`config.mk`:
```
export PLATFORM = sky130hd
export DESIGN_NAME = highscore_table
export DESIGN_NICKNAME = d
export VERILOG_FILES = /design/src/rtl/highscore_table.sv
export SDC_FILE = /design/constraint.sdc
export NUM_CORES = 1
export LEC_CHECK = 0
export ABC_AREA = 1
export BUFFER_PORTS_ARGS = -buffer_cell sky130_fd_sc_hd__buf_2
export CORE_MARGIN = 8
export CORE_UTILIZATION = 49
export DETAILED_ROUTE_END_ITERATION = 16
export PLACE_DENSITY_LB_ADDON = 0.15
export SYNTH_ARGS = -nofsm -noshare
export SYNTH_HDL_FRONTEND = slang
export SYNTH_SLANG_ARGS = --single-unit
```
`constraint.sdc`:
```
create_clock -name clk -period 1.6 [get_ports clk]
set_input_delay 0.08 -clock clk [delete_from_list [all_inputs] [get_ports clk]]
set_output_delay 0.08 -clock clk [all_outputs]
set_load 0.01 [all_outputs]
```
`src/rtl/highscore_table.sv`:
```
// Sorted top-ENTRIES score table with a serial binary-to-BCD converter for the score display.
// One score per insert: compare, shift into place, then shift-add-3 one bit per cycle.
module highscore_table #(
  parameter int ENTRIES = 4,
  parameter int SCORE_W = 14
) (
  input  logic               clk,
  input  logic               rst,
  input  logic               points_calculated,
  input  logic [SCORE_W-1:0] points,
  input  logic               clear_table,
  input  logic [2:0]         rank_rd_idx,
  output logic [SCORE_W-1:0] rank_rd_score,
  output logic [2:0]         new_rank,
  output logic [19:0]        bcd_score,
  output logic               busy,
  output logic               insert_done
);

  localparam logic [2:0] S_IDLE    = 3'd0;
  localparam logic [2:0] S_COMPARE = 3'd1;
  localparam logic [2:0] S_SHIFT   = 3'd2;
  localparam logic [2:0] S_CONVERT = 3'd3;
  localparam logic [2:0] S_DONE    = 3'd4;
  localparam int         CNT_W     = (SCORE_W > 1) ? $clog2(SCORE_W) : 1;
  localparam logic [2:0] ENT3      = 3'(ENTRIES);

  logic [2:0]                      state_q, state_d;
  logic [SCORE_W-1:0]              score_q, score_d;
  logic [2:0]                      pos_q, pos_d, pos_c;
  logic [ENTRIES-1:0][SCORE_W-1:0] slot_q, slot_d, slot_sh;
  logic [CNT_W-1:0]                cnt_q, cnt_d;
  logic [SCORE_W-1:0]              sh_q, sh_d;
  logic [19:0]                     dd_q, dd_d, dd_adj, dd_shift;
  logic [2:0]                      new_rank_q, new_rank_d;
  logic [19:0]                     bcd_q, bcd_d;
  logic                            ins_q, ins_d;
  logic [SCORE_W-1:0]              rd_q, rd_d;

  // Lowest slot strictly below the new score; ties land underneath existing entries.
  always_comb begin
    pos_c = ENT3;
    for (int i = ENTRIES - 1; i >= 0; i--)
      if (score_q > slot_q[i]) pos_c = 3'(i);
  end

  always_comb begin
    slot_sh = slot_q;
    for (int j = ENTRIES - 1; j > 0; j--)
      if (3'(j) > pos_q) slot_sh[j] = slot_q[j-1];
    for (int j = 0; j < ENTRIES; j++)
      if (3'(j) == pos_q) slot_sh[j] = score_q;
  end

  for (genvar g = 0; g < 5; g++) begin : g_dig
    assign dd_adj[4*g +: 4] = (dd_q[4*g +: 4] >= 4'd5) ? dd_q[4*g +: 4] + 4'd3 : dd_q[4*g +: 4];
  end
  assign dd_shift = {dd_adj[18:0], sh_q[SCORE_W-1]};

  always_comb begin
    rd_d = '0;
    for (int i = 0; i < ENTRIES; i++)
      if (rank_rd_idx == 3'(i)) rd_d = slot_q[i];
  end

  always_comb begin
    state_d    = state_q;
    score_d    = score_q;
    pos_d      = pos_q;
    slot_d     = slot_q;
    cnt_d      = cnt_q;
    sh_d       = sh_q;
    dd_d       = dd_q;
    new_rank_d = new_rank_q;
    bcd_d      = bcd_q;
    ins_d      = 1'b0;
    case (state_q)
      S_IDLE: begin
        if (clear_table) begin
          slot_d     = '0;
          new_rank_d = '0;
        end else if (points_calculated) begin
          score_d = points;
          state_d = S_COMPARE;
        end
      end
      S_COMPARE: begin
        pos_d   = pos_c;
        state_d = S_SHIFT;
      end
      S_SHIFT: begin
        slot_d     = slot_sh;
        new_rank_d = (pos_q < ENT3) ? pos_q + 3'd1 : 3'd0;
        sh_d       = score_q;
        dd_d       = '0;
        cnt_d      = '0;
        state_d    = S_CONVERT;
      end
      S_CONVERT: begin
        sh_d  = {sh_q[SCORE_W-2:0], 1'b0};
        dd_d  = dd_shift;
        cnt_d = cnt_q + CNT_W'(1);
        // Result and done pulse are registered together so they appear in the DONE cycle.
        if (cnt_q == CNT_W'(SCORE_W - 1)) begin
          bcd_d   = dd_shift;
          ins_d   = 1'b1;
          state_d = S_DONE;
        end
      end
      S_DONE:  state_d = S_IDLE;
      default: state_d = S_IDLE;
    endcase
  end

  always_ff @(posedge clk) begin
    if (!rst) begin
      state_q    <= S_IDLE;
      score_q    <= '0;
      pos_q      <= '0;
      slot_q     <= '0;
      cnt_q      <= '0;
      sh_q       <= '0;
      dd_q       <= '0;
      new_rank_q <= '0;
      bcd_q      <= '0;
      ins_q      <= 1'b0;
      rd_q       <= '0;
    end else begin
      state_q    <= state_d;
      score_q    <= score_d;
      pos_q      <= pos_d;
      slot_q     <= slot_d;
      cnt_q      <= cnt_d;
      sh_q       <= sh_d;
      dd_q       <= dd_d;
      new_rank_q <= new_rank_d;
      bcd_q      <= bcd_d;
      ins_q      <= ins_d;
      rd_q       <= rd_d;
    end
  end

  assign rank_rd_score = rd_q;
  assign new_rank      = new_rank_q;
  assign bcd_score     = bcd_q;
  assign busy          = (state_q != S_IDLE);
  assign insert_done   = ins_q;

endmodule

```
### After elaboration in Yosys (flattened, before gate mapping)

Index checks and enable logic that the tools add are counted.

* memories: 0
* input port bits: 21
* word-level logic and storage cells: 101
* latch bits: 0
* bits in registers: 152
* bits in writable memories: 0
* output and inout bits: 39
* bits in read-only memories: 0

* eq/ne operators: 18
* reduce and logical (&&, ||, !) cells: 15
* div/mod/pow operators: 0
* multipliers: 0
* add/subtract/negate cells: 7
* bitwise logic cells: 1
* multiplexer cells: 33
* magnitude comparators: 13
* shift-type cells: 0

Operators by type and width (count)
* $mux W14: 11
* $pmux W56 S2: 1
* $gt A14 B14 Y1: 4
* $mux W56: 1
* $pmux W20 S2: 1
* $mux W3: 10
* $pmux W14 S2: 1
* $ge A4 B3 Y1 const B: 5
* $reduce_and A3 Y1: 6
* $add A4 B2 Y4 const B: 4
* $mux W4: 4
* $eq A3 B2 Y1 const B: 4
* $pmux W3 S4: 1
* $ne A2 B2 Y1 const B: 5
* $logic_not A3 Y1: 3
* $ne A3 B3 Y1 const B: 3
* $pmux W4 S2: 1
* $eq A2 B3 Y1 const A: 2
* $eq A3 B1 Y1 const B: 2
* $gt A2 B3 Y1 const A: 2
* $pmux W3 S2: 1
* $reduce_and A2 Y1: 3
* $add A4 B1 Y4 const B: 1
* $eq A4 B4 Y1 const B: 1
* other kinds (9): 10

### Depth between registers and ports, before layout

* depth in word-level cells: 5
* depth in mapped cells: 14
* mapped depth without buffers: 14

### Worst setup path before layout

No wires, ideal clock.

* path kind: register to register
* start: register pos_q[0]
* end: register slot_q[35] in the netlist's numbering
* setup time: 0.081 ns
* period minus slack after synthesis: 1.560 ns
* arrival time: 1.480 ns
* path buffers: 1
* setup slack: 0.040 ns
* required time: 1.519 ns
* cell stages (with the launch flop): 10
* path through: dfxtp_1 inv_1 ha_1 inv_1 nor2_2 nor2_4 a21oi_4 buf_6 nor2_1 a211oi_2

* word-level cells in the longest chain between the ends: 3
* elaborated cells on any way between the ends: 6
* those cells by class: 1 x order compare; 2 x eq/ne; 2 x mux; 1 x reduce/logical

Ends and longest elaborated chain
* start, declared: line 30 `logic [2:0] pos_q, pos_d, pos_c;`
* start signal, assigned: line 131 `pos_q <= pos_d;`
* $gt A2 B3 Y1 / $eq A2 B3 Y1 (equally long branches): line 50, 52
* $ne A3 B3 Y1 (no line) / $mux W14 (equally long branches)
* $reduce_and A3 Y1 (no line) / $pmux W56 S2 (equally long branches)
* end signal, assigned: line 132 `slot_q <= slot_d;`
* end, declared: line 31 `logic [ENTRIES-1:0][SCORE_W-1:0] slot_q, slot_d, slot_sh;`

Parallel ways exist; a longest one is shown, timed or not.
A chain may end at the register's enable or synchronous reset.

### Worst setup path after layout

* start: register score_q[11]
* end: register pos_q[1]

* word-level cells in the longest chain between the ends: 5
* elaborated cells on any way between the ends: 8
* those cells by class: 4 x order compare; 4 x mux

Ends and longest elaborated chain
* start, declared: line 29 `logic [SCORE_W-1:0] score_q, score_d;`
* start signal, assigned: line 130 `score_q <= score_d;`
* $gt A14 B14 Y1: line 44 `if (score_q > slot_q[i]) pos_c = 3'(i);`
* $mux W3 (3 in series): line 44
* $mux W3 (*): line 44

Every way passes the cells marked *; elsewhere a longest branch is shown, timed or not.

==> results.md <==
* Largest net degree at the start of global routing at 45
* TritonCTS Buffers at 17
* Post-route ant nets at 0
* Most frequent cells in the layout: 272 x nand2_1, 146 x a21oi_1, 133 x inv_1
* DP Worst Slack at -146 ps
* FMAX at 592 MHz
* Power after layout at 12.0 mW
* Flops & latches, synth at 152
* Gr usage total at 23.4%
* Hold Crit Class: in2reg
* Final hold vios at 0
* Root buffer cell: clkbuf_16
* CTS Sinks at 152
* RSZ-0062 raised after global routing: yes
* Crit path required time at 1960 ps
* Worst Setup Start Kind: flip-flop
* Register-to-Register Path Depth at 8
* CTS tree: done
* Critical Path AT at 2040 ps
* H-tree depth at 4
* Fin Hold WS at 18.6 ps
* Final core occ at between 60% and 70%
* Fin Setup TNS at -221 ps
* Core area at between 15000 and 20000 sq um
* Sequential area share after synthesis at around 38%
* Shortest period the worst path allows at 1690 ps
* Initial antenna violation count at 0
* Most common cell after layout, fill and taps aside: nand2_1
* First-pass GRT wire length at 37900 microns
* Post-Synthesis Net Count at 1223
* Finish-stage setup viols at 3
* Reg2reg setup slack at -90 ps
* Avg Vias per Cell at 5.21
* Hold Path Depth at 4
* Total Nets Final at 1374
* Placer Congestion at 0.898
* Worst hold endpoint: state_q[0]
* Drc violations at 0
* P&R area growth vs syn at 30.6%
* IO Pins at 60
* Clk_skew at 6.98 ps
* Cells after synthesis at between 1000 and 1500
* PwrDens at 1130 nW/um^2
* HPWL Detailed at 16100 microns
* Pins Over Slew Limit at 0
* Post-route cell area at 10600 sq um
* Clk_lat worst skew at 430 ps
* Period utilization at 106%
* Max Cap Violations at 0
* Tightest Pin Transition at 838 ps
* Synth area leader: dfxtp_1
* Failing checks: setup timing
* Layout cell share with drive strength beyond 1 at a little under a quarter
* Slew HR at 43.7%
* Gr ovfl total at 0
* Routed via count at 7898
* Drt first pass iters at 5
* Syn avg cell area at between 7 and 8 sq um
* Cell leakage power at 4.60 nW
* Number of global-route vias before repair at 7609
* Setup crit end kind: flip-flop
* PortBufs at 59
* N_diodes at 0
* Placed cell areas at around 9300 sq um
* Worst vdd ir at 0.767 mV
* YS warnings at 0
* Area fraction of the dominant cell type after synthesis at roughly 38%
* Initial drt markers at ~470
* Fill count at 1466
* Synth unique cells at 34
* Initial Utilization at between 40% and 50%
* CTS max path bufs at 2
* Critical hold path startpoint: points_calculated
* # rows at 47
* Die height at 145 microns
* Synth area leaders: dfxtp_1 38%, nand2_1 13%, ha_1 11%
* FF-to-FF End: pos_q[1]
* Routed WL per cell at around 16 microns
* Cell Area, Synth at just over 8000 sq um
* Setup WS post-layout at -88.1 ps
* Die Area at 20900 sq um
* Non-filler instance count after layout at 1515
* Dpl cells at 1461
* Worst R2R Start: score_q[11]
* Critical path type: reg2reg
* DRT Wirelength at approximately 24000 microns
* Status: finished, violations left
* Critical path fanouts, max at 5
* Chip width at 145 microns
* CTS clk-pin slew, worst paths at approximately 70 ps
## per-layer routing
layer / wire length (microns) / part of all wire, % / GRT usage [%]
met2: 11500 / 48 / 39.7
met3: 1310 / 5.5 / 4.66
met4: 701 / 2.9 / 10.0
met1: 10300 / 43 / 28.1
met5: 0 / 0 / 0
## cells in the mapped netlist (all sizes together)
master	count
or2	1
clkbuf	31
o22ai	16
dfxtp	152
nor3b	1
a211oi	15
nand2	279
a22oi	1
inv	146
a31oi	2
clkinv	1
nor4	1
a21oi	153
nand4	3
a2bb2oi	1
nor2	89
a21o	4
nor3	4
buf	18
o21ai	77
o21bai	3
nand3	38
xor2	10
o221ai	14
ha	71
## sequential cells by signal (all words and copies together) (netlist names)
register / flops
pos_q: 3
score_q: 14
new_rank: 3
state_q: 3
dd_q: 20
cnt_q: 4
insert_done: 1
sh_q: 14
rank_rd_score: 14
bcd_score: 20
slot_q: 56
## power breakdown
part | internal [mW] | switching, mW | leakage, nW
combinational | 1.53 | 2.08 | 3.05
clock | 2.39 | 1.77 | 0.300
sequential | 4.04 | 0.191 | 1.24
total | 7.95 | 4.04 | 4.60
## final cells by class
cell class	instances	area [sq um]	area share [%]
clock buffer	18	439	4.15
clock inverter	14	163	1.54
inverter	147	556	5.25
multi-input combinational	783	4580	43.3
sequential	152	3080	29.1
tap	220	275	2.60
timing repair buffer	181	1480	14.0
## logic make-up (layout without fill, tap and decap cells)
| logic type | count (synthesis) | count (layout) | synth area share (%) |
|---|---|---|---|
| and+or+nand+nor | 416 | 416 | 20.7 |
| AOI/OAI and AO/OA | 286 | 286 | 20.2 |
| buffers and inverters | 196 | 360 | 9.55 |
| DFF | 152 | 152 | 37.6 |
| adders and majority gates | 71 | 71 | 11.0 |
| xor gates and xnor gates | 10 | 10 | 1.08 |
## what timing repair did
item                                   CTS  global route
setup buffers                            2             5
setup endpoints to repair                5            47
gates cloned                             0             2
endpoints found under the hold margin   13             0
hold buffers                            13             0
pin swaps                               22            12
gates resized for setup                 56            37
## worst max-delay path: stages (launching register included)
cell and delay [ps]:
dfxtp_4 390, ha_1 340, a21oi_1 190, o21ai_0 100, nor2_1 160, a21oi_1 100, nor2_1 140, nand2_1 60
a21oi_1 130
## worst max path at each step
stage / start / to / slack, ps / depth (start not counted)
6_report: score_q[11] / pos_q[1] / -90 / 8
4_1_cts: slot_q[55] / pos_q[2] / -40 / 13
2_1_floorplan: pos_q[0] / slot_q[35] / 40 / 9
3_5_place_dp: score_q[13] / pos_q[2] / -150 / 12
5_1_grt: score_q[11] / pos_q[1] / -200 / 8
3_3_place_gp: score_q[13] / pos_q[2] / -110 / 12
Note: power is estimated with default switching activity, not from simulation.
